$ cat src/rtl/text_term_ctrl.sv
// Character-stream terminal controller: accepts bytes, tracks a cursor, interprets CR/LF/BS/FF
// and issues single-cell {bg,fg,ascii} writes. Optional per-line auto-clear: TEXT_TERM_AUTOCLR_EN.
module text_term_ctrl #(
    parameter int          GRID_ROW     = 5,
    parameter int          GRID_COL     = 10,
    parameter int          ASCII_WIDTH  = 8,
    parameter int          BUFFER_WIDTH = 16,
    parameter logic [3:0]  DEF_FG       = 4'hF,
    parameter logic [3:0]  DEF_BG       = 4'h0,
    localparam int         CW = (GRID_COL > 1) ? $clog2(GRID_COL) : 1,
    localparam int         RW = (GRID_ROW > 1) ? $clog2(GRID_ROW) : 1
) (
    input  logic                    clk_pix,
    input  logic                    rst,
    input  logic                    in_valid,
    output logic                    in_ready,
    input  logic [ASCII_WIDTH-1:0]  in_ascii,
    input  logic [3:0]              fg_idx,
    input  logic [3:0]              bg_idx,
    output logic                    wr_en,
    output logic [CW-1:0]           wr_col,
    output logic [RW-1:0]           wr_row,
    output logic [BUFFER_WIDTH-1:0] wr_data,
    output logic [CW-1:0]           cur_col,
    output logic [RW-1:0]           cur_row,
    output logic                    busy
);

    localparam logic [CW-1:0]          COL_MAX = CW'(GRID_COL - 1);
    localparam logic [RW-1:0]          ROW_MAX = RW'(GRID_ROW - 1);
    localparam logic [ASCII_WIDTH-1:0] SP      = ASCII_WIDTH'(8'h20);

`ifdef TEXT_TERM_AUTOCLR_EN
    typedef enum logic [1:0] {IDLE, WRITE, CLEAR, CLRLINE} state_t;
`else
    typedef enum logic [1:0] {IDLE, WRITE, CLEAR} state_t;
`endif

    state_t                  state, next_state;
    logic                    accept;
    logic                    lat_ff;
    logic [3:0]              clr_fg, clr_bg;
    logic [CW-1:0]           clr_col;
    logic [RW-1:0]           clr_row;
    logic                    sweep;
    logic                    act_wr;
    logic [CW-1:0]           nxt_col;
    logic [RW-1:0]           nxt_row;
    logic [RW-1:0]           row_inc;
    logic [ASCII_WIDTH-1:0]  act_char;
    logic                    row_chg;
`ifdef TEXT_TERM_AUTOCLR_EN
    logic                    lat_row_chg;
`endif

    assign accept = in_valid & in_ready;

    // Decode the incoming byte against the current cursor; the result is committed on accept.
    always_comb begin
        act_wr   = 1'b0;
        act_char = in_ascii;
        nxt_col  = cur_col;
        nxt_row  = cur_row;
        row_chg  = 1'b0;
        row_inc  = (cur_row == ROW_MAX) ? '0 : cur_row + 1'b1;
        case (in_ascii)
            ASCII_WIDTH'(8'h0D): nxt_col = '0;
            ASCII_WIDTH'(8'h0A): begin
                nxt_row = row_inc;
                row_chg = 1'b1;
            end
            ASCII_WIDTH'(8'h08): begin
                act_char = SP;
                if (cur_col != '0) begin
                    nxt_col = cur_col - 1'b1;
                    act_wr  = 1'b1;
                end else if (cur_row != '0) begin
                    nxt_col = COL_MAX;
                    nxt_row = cur_row - 1'b1;
                    act_wr  = 1'b1;
                end
            end
            ASCII_WIDTH'(8'h0C): begin
                nxt_col = '0;
                nxt_row = '0;
            end
            default: begin
                if (in_ascii >= ASCII_WIDTH'(8'h20) && in_ascii <= ASCII_WIDTH'(8'h7E)) begin
                    act_wr = 1'b1;
                    if (cur_col == COL_MAX) begin
                        nxt_col = '0;
                        nxt_row = row_inc;
                        row_chg = 1'b1;
                    end else begin
                        nxt_col = cur_col + 1'b1;
                    end
                end
            end
        endcase
    end

    always_comb begin
        next_state = state;
        sweep      = 1'b0;
        case (state)
            IDLE:  if (accept) next_state = WRITE;
            WRITE: begin
                if (lat_ff) next_state = CLEAR;
`ifdef TEXT_TERM_AUTOCLR_EN
                else if (lat_row_chg) next_state = CLRLINE;
`endif
                else next_state = IDLE;
            end
            CLEAR: begin
                sweep = 1'b1;
                if (clr_row == ROW_MAX && clr_col == COL_MAX) next_state = IDLE;
            end
`ifdef TEXT_TERM_AUTOCLR_EN
            CLRLINE: begin
                sweep = 1'b1;
                if (clr_col == COL_MAX) next_state = IDLE;
            end
`endif
            default: next_state = IDLE;
        endcase
    end

    always_ff @(posedge clk_pix) begin
        if (rst) begin
            state    <= CLEAR;
            in_ready <= 1'b0;
            busy     <= 1'b1;
            wr_en    <= 1'b0;
            wr_col   <= '0;
            wr_row   <= '0;
            wr_data  <= '0;
            cur_col  <= '0;
            cur_row  <= '0;
            clr_col  <= '0;
            clr_row  <= '0;
            clr_fg   <= DEF_FG;
            clr_bg   <= DEF_BG;
            lat_ff   <= 1'b0;
`ifdef TEXT_TERM_AUTOCLR_EN
            lat_row_chg <= 1'b0;
`endif
        end else begin
            state    <= next_state;
            in_ready <= (next_state == IDLE);
            busy     <= (next_state != IDLE) && (next_state != WRITE);
            wr_en    <= 1'b0;
            if (state == IDLE && accept) begin
                lat_ff  <= (in_ascii == ASCII_WIDTH'(8'h0C));
                clr_fg  <= fg_idx;
                clr_bg  <= bg_idx;
                cur_col <= nxt_col;
                cur_row <= nxt_row;
`ifdef TEXT_TERM_AUTOCLR_EN
                lat_row_chg <= row_chg;
`endif
                if (act_wr) begin
                    wr_en   <= 1'b1;
                    wr_col  <= nxt_col;
                    wr_row  <= nxt_row;
                    wr_data <= BUFFER_WIDTH'({bg_idx, fg_idx, act_char});
                end
                // A printable write lands at the old cursor, not the advanced one.
                if (act_char != SP || in_ascii == SP) begin
                    wr_col <= act_wr ? cur_col : wr_col;
                    wr_row <= act_wr ? cur_row : wr_row;
                end
            end
            if (state == WRITE) begin
                clr_col <= '0;
                clr_row <= lat_ff ? '0 : cur_row;
            end
            if (sweep) begin
                wr_en   <= 1'b1;
                wr_col  <= clr_col;
                wr_row  <= clr_row;
                wr_data <= BUFFER_WIDTH'({clr_bg, clr_fg, SP});
                if (clr_col == COL_MAX) begin
                    clr_col <= '0;
                    if (state == CLEAR) clr_row <= clr_row + 1'b1;
                end else begin
                    clr_col <= clr_col + 1'b1;
                end
            end
        end
    end

    logic unused_ok;
    assign unused_ok = row_chg;

endmodule

$ cat config.mk
export PLATFORM = sky130hd
export DESIGN_NAME = text_term_ctrl
export DESIGN_NICKNAME = d
export VERILOG_FILES = /design/src/rtl/text_term_ctrl.sv
export SDC_FILE = /design/constraint.sdc
export NUM_CORES = 1
export LEC_CHECK = 0
export CAP_MARGIN = 20
export CORE_UTILIZATION = 50
export CTS_CLUSTER_DIAMETER = 30
export DETAILED_ROUTE_END_ITERATION = 8
export PLACE_DENSITY = 0.76
export SKIP_CTS_REPAIR_TIMING = 1
export SYNTH_ARGS = -nofsm -noshare
export SYNTH_HDL_FRONTEND = slang
export SYNTH_SLANG_ARGS = --single-unit
$ cat constraint.sdc
create_clock -name clk_pix -period 2.62 [get_ports clk_pix]
set_input_delay 0.393 -clock clk_pix [delete_from_list [all_inputs] [get_ports clk_pix]]
set_output_delay 0.393 -clock clk_pix [all_outputs]
set_load 0.01 [all_outputs]
# After elaboration in Yosys (flattened, before gate mapping)

Cells that the tools add are included.

Bits in registers: 51
Input port bits: 19
Word-level logic and storage cells: 100

$add $sub $neg: 6
Reductions and logical operators: 18
Magnitude comparators: 2
Bitwise gates (word level): 1
Muxes and demuxes: 45
Equal/unequal tests: 13

Operator list:

| cell                  | number |
|---|---|
| $mux W16              | 3 |
| $mux W4               | 12 |
| $mux W3               | 15 |
| $eq A8 B4 Y1 const B  | 4 |
| $pmux W3 S4           | 1 |
| $pmux W4 S3           | 1 |
| $add A4 B1 Y4 const B | 2 |
| $eq A4 B4 Y1 const B  | 2 |
| $eq A8 B6 Y1 const B  | 1 |
| $ge A8 B6 Y1 const B  | 1 |
| $le A8 B7 Y1 const B  | 1 |
| $mux W8               | 1 |
| $ne A8 B6 Y1 const B  | 1 |
| $reduce_bool A2 Y1    | 4 |
| $mux W1               | 7 |
| $add A3 B1 Y3 const B | 2 |
| $eq A3 B3 Y1 const B  | 2 |
| $mux W2               | 3 |
| $pmux W2 S3           | 1 |
| $logic_and A1 B1 Y1   | 4 |
| $logic_not A2 Y1      | 2 |
| $reduce_and A2 Y1     | 2 |
| $reduce_bool A4 Y1    | 1 |
| $reduce_or A2 Y1      | 2 |
| other kinds (10)      | 10 |

# Depth between registers and ports, before layout

Depth in word-level cells: 9
Mapped depth: 10
Depth with buffers taken out: 7

# Least setup slack after synthesis

OpenSTA, ideal clock, no wires.

Path kind: register to register
From: reg cur_row[0]
To: reg wr_row[2]
Buffers on the path: 3
Cell stages (with the launch flop): 11
Data required time: 2481 ps
Path slack: 585 ps
Period minus slack after synthesis: 2035 ps
Data arrival time: 1896 ps
Cells stage by stage: dfxtp_1 > inv_1 > ha_1 > clkbuf_1 > nor2b_1 > nand2_1 > a21o_1 > buf_6 > buf_6 > o2111ai_1 > o221ai_1

Longest elaborated chain between the ends: 9
Elaborated cells on any way between the ends: 19

Ends and longest elaborated chain:

| element                                       | RTL line | text |
|---|---|---|
| start: declaration                            | 25       | `output logic [RW-1:0] cur_row,` |
| start signal: assignment                      | 157      | `cur_row <= nxt_row;` |
| $add A3 B1 Y3 or $eq A3 B3 Y1 (tied branches) | 65       | `row_inc = (cur_row == ROW_MAX) ? '0 : cur_row + 1'b1;` |
| $mux W3                                       | 65       |  |
| $mux W3                                       | 90       | `if (cur_col == COL_MAX) begin` |
| $mux W3                                       | 88       | `if (in_ascii >= ASCII_WIDTH'(8'h20) && in_ascii <= ASCII_WIDTH'(8'h7E)) begin` |
| $pmux W3 S4                                   | 66       | `case (in_ascii)` |
| $mux W3                                       | 161      | `if (act_wr) begin` |
| $mux W3                                       | 168      | `if (act_char != SP \|\| in_ascii == SP) begin` |
| $mux W3                                       | 152      | `if (state == IDLE && accept) begin` |
| $mux W3                                       | 177      | `if (sweep) begin` |
| end signal: assignment                        | 164      | `wr_row <= nxt_row;` |
| end signal: assignment                        | 170      | `wr_row <= act_wr ? cur_row : wr_row;` |
| end signal: assignment                        | 180      | `wr_row <= clr_row;` |
| end: declaration                              | 22       | `output logic [RW-1:0] wr_row,` |

Several ways; a longest one is shown, not always the timed one. The select of a mux whose other input is x is not followed.
A chain may end at the register's enable or synchronous reset.

# Worst setup path in the final report

From: reg cur_col[1]
To: reg wr_data[11]

Longest elaborated chain between the ends: 5

Ends and longest elaborated chain:

| element                      | RTL line | text |
|---|---|---|
| start: declaration           | 24       | `output logic [CW-1:0] cur_col,` |
| start signal: assignment     | 156      | `cur_col <= nxt_col;` |
| $reduce_bool A4 Y1           | 74       | `if (cur_col != '0) begin` |
| $mux W1                      | 74       |  |
| $pmux W1 S2                  | 66       |  |
| $reduce_bool A2 Y1 (no line) | --       |  |
| $reduce_and A2 Y1 (no line)  | --       |  |
| end signal: assignment       | 165      | `wr_data <= BUFFER_WIDTH'({bg_idx, fg_idx, act_char});` |
| end signal: assignment       | 181      | `wr_data <= BUFFER_WIDTH'({clr_bg, clr_fg, SP});` |
| end: declaration             | 23       | `output logic [BUFFER_WIDTH-1:0] wr_data,` |

No other way between the ends.

==> flow_metrics.tcl <==
set metrics [dict create \
    dp_hpwl_um 5974 \
    numCtsBuffers 5 \
    dpl-instance-area_mm2 0.003613 \
    intPower_w 0.001246 \
    grt_use_total_pct 27.26 \
    pwr-share-clk_pct 23.5 \
    power_frac_comb_pct 28.5 \
    period_share_pct 90.34 \
    synth_edf_count 0 \
    status "completed" \
    switchingPower_w 0.0005973 \
    yosysWarnings 0 \
    layout_common_cells "51 x clkdlybuf4s50_1, 50 x dfxtp_1, 36 x nand2_1, 32 x o21ai_0, 31 x a21oi_1" \
    synth.cell_area_mm2 0.002994 \
    peakVddDrop_uv 402.6 \
    drt-initial-drc-count 241 \
    critPathRequiredTime_ns 2.83 \
    finClkSkew_ns 0.01084 \
    row_count 27 \
    clockRootBuffer "clkbuf_8" \
    syn_avg_cell_area_um2 8.114 \
    ant_nets 0 \
    place_ws_ns 0.1260 \
    drc 0 \
    slew_violations 0 \
    synth_top_area_cell "dfxtp_1" \
    area_growth_syn_to_layout_pct 23.32 \
    routedWlPerCell_um 16.99 \
    crit_chain "inv_1 > ha_1 > nor3b_4 > nand2_1 > a21oi_2 > buf_4 > o21ai_0 > a311oi_1" \
    gr-total-overflow 0 \
    final_common_cell "clkdlybuf4s50_1" \
    swShare_pct 32.40 \
    die_w_um 79.39 \
    ys.flop_type "dfxtp_1" \
    critical-path-max-stage-delay_ns 0.44 \
    pwr-share-seq_pct 48.0 \
    p_total_w 0.001844 \
    ios 52 \
    clock_latency_ns 0.30 \
    worstSetupPathType "flip-flop to flip-flop" \
    fin_crit_ns 2.367 \
    vias_per_cell 6.176 \
    clock_path_buffers 2 \
    synth_cells 369 \
    maxClockFrequency_mhz 422.5 \
    fin_ws_ns 0.2530 \
    min_path_type "flip-flop to flip-flop" \
    die_area_mm2 0.006302 \
    finalHoldViolations 0 \
    yosysSeqAreaShare_pct 33.43 \
    io_buffers 51 \
    worstPathArrival_ns 2.58 \
    powerDensity_mw_per_mm2 499.3 \
    path_clk_slew_ns 0.09 \
    grt_max_degree 27 \
    cts_sinks 50 \
    drtPass1Iterations 5 \
    final_core_util_pct 65.45 \
    core_mm2 0.005642 \
    p_leak_nw 1.344 \
    drv_cap 0 \
    design_area_mm2 0.003692 \
    slew_headroom_pct 65.45 \
    setup.worst_path.start_class "flip-flop" \
    synth_top_area_share_pct 33.43 \
    num_vias 3020 \
    antenna_found_initial 0 \
    synthTopCellsByArea "dfxtp_1 33%, ha_1 6.3%, o21ai_0 5.3%" \
    htreeDepth 2 \
    cp-end-kind "flip-flop" \
    place_congestion 0.9233 \
    cp_max_fo 10 \
    synth.net_count 403 \
    ys_ff_latch 50 \
    die_h_um 79.39 \
    slowest_stage "dfxtp_1" \
    grt_pass1_wl_um 13480 \
    antenna_cells 0 \
    tns_ns 0 \
    start_util_pct 53.07 \
    synthDistinctLibCells 61 \
    final_net_count 451 \
    cts_tree "yes" \
    ys_async_sr_fraction_pct 0 \
    tightest_slew_ns 0.5164 \
    drt-total-wl_um 8310 \
    drive_above_1_share_pct 9.113 \
    setup_viol 0 \
    rsz0062_at_grt "false" \
    grt_pass1_vias 2717 \
]
[sequential cells by signal, indices dropped and copies added, names as in the netlist, 3 cells and up]
register and count:
wr_data 16, clr_bg 4, clr_col 4, clr_fg 4, cur_col 4, wr_col 4
clr_row 3, cur_row 3, wr_row 3
[logic make-up (layout without fill, tap and decap cells)]
kind of cell / count (synthesis) / count (layout) / share of synthesized area, %
mux: 5 / 5 / 1.755
simple gates: 127 / 127 / 23.23
compound gates: 126 / 126 / 27.71
buf+inv: 43 / 91 / 6.728
fa+ha+maj: 15 / 15 / 6.268
xor+xnor: 3 / 3 / 0.8777
flops: 50 / 50 / 33.43
[final timing paths]
check / start / to / slack (ns) / cells after the start
hold reg to reg: clr_bg[1]$_SDFFE_PP0P_ / clr_bg[1]$_SDFFE_PP0P_ / 0.46 / 2
hold / removal: clr_bg[1]$_SDFFE_PP0P_ / clr_bg[1]$_SDFFE_PP0P_ / 0.46 / 2
setup / recovery: cur_col[1]$_SDFFE_PP0P_ / wr_data[11]$_SDFFE_PP0P_ / 0.25 / 8
setup reg to reg: cur_col[1]$_SDFFE_PP0P_ / wr_data[11]$_SDFFE_PP0P_ / 0.25 / 8
[worst max-delay path, delay by kind of cell, from the launching register on]
family                     cells  cell delay, ns
buffers and inverters          2            0.35
DFF                            1            0.44
AOI/OAI and AO/OA              3            0.61
adders and majority gates      1            0.26
and+or+nand+nor                2            0.60
[layer usage]
metal  GRT usage (%)  wire [µm]
met3           4.000        513
met5               0          0
met2           44.05       3905
met1           37.45       3747
met4           8.000        143
[power by group through the flow]
stage | Combinational, W | Sequential (W) | Clock (W)
3_5_place_dp | 0.000518 | 0.000901 | 0
6_report | 0.000525 | 0.000885 | 0.000433
3_3_place_gp | 0.000509 | 0.000899 | 0
4_1_cts | 0.000521 | 0.000885 | 0.000445
2_1_floorplan | 0.000278 | 0.000910 | 0
5_1_grt | 0.000574 | 0.000896 | 0.000483
[layout make-up]
class / instances / area, µm²
Clock inverter: 2 / 10.01
Tap cell: 72 / 90.09
Fill cell: 492 / 1949
Timing Repair Buffer: 70 / 678.2
Multi-Input combinational cell: 276 / 1792
Clock buffer: 5 / 68.82
Inverter: 14 / 52.55
Sequential cell: 50 / 1001
[metrics by stage]
step	hold WS, ns	instances
3_3_place_gp	0.4367	482
3_5_place_dp	0.4488	482
6_report	0.4573	489
5_1_grt	0.4866	489
2_1_floorplan	0.4299	369
4_1_cts	0.4614	489
[cells in the mapped netlist, drive strengths merged, types with 7 or more instances]
cell / n
a211oi: 9
a21oi: 32
a31oi: 9
buf: 10
clkbuf: 19
dfxtp: 50
ha: 15
inv: 14
nand2: 36
nand3: 22
nand4: 8
nor2: 24
o21ai: 32
o31ai: 7
No activity file was read; power rests on OpenSTA's default activity.
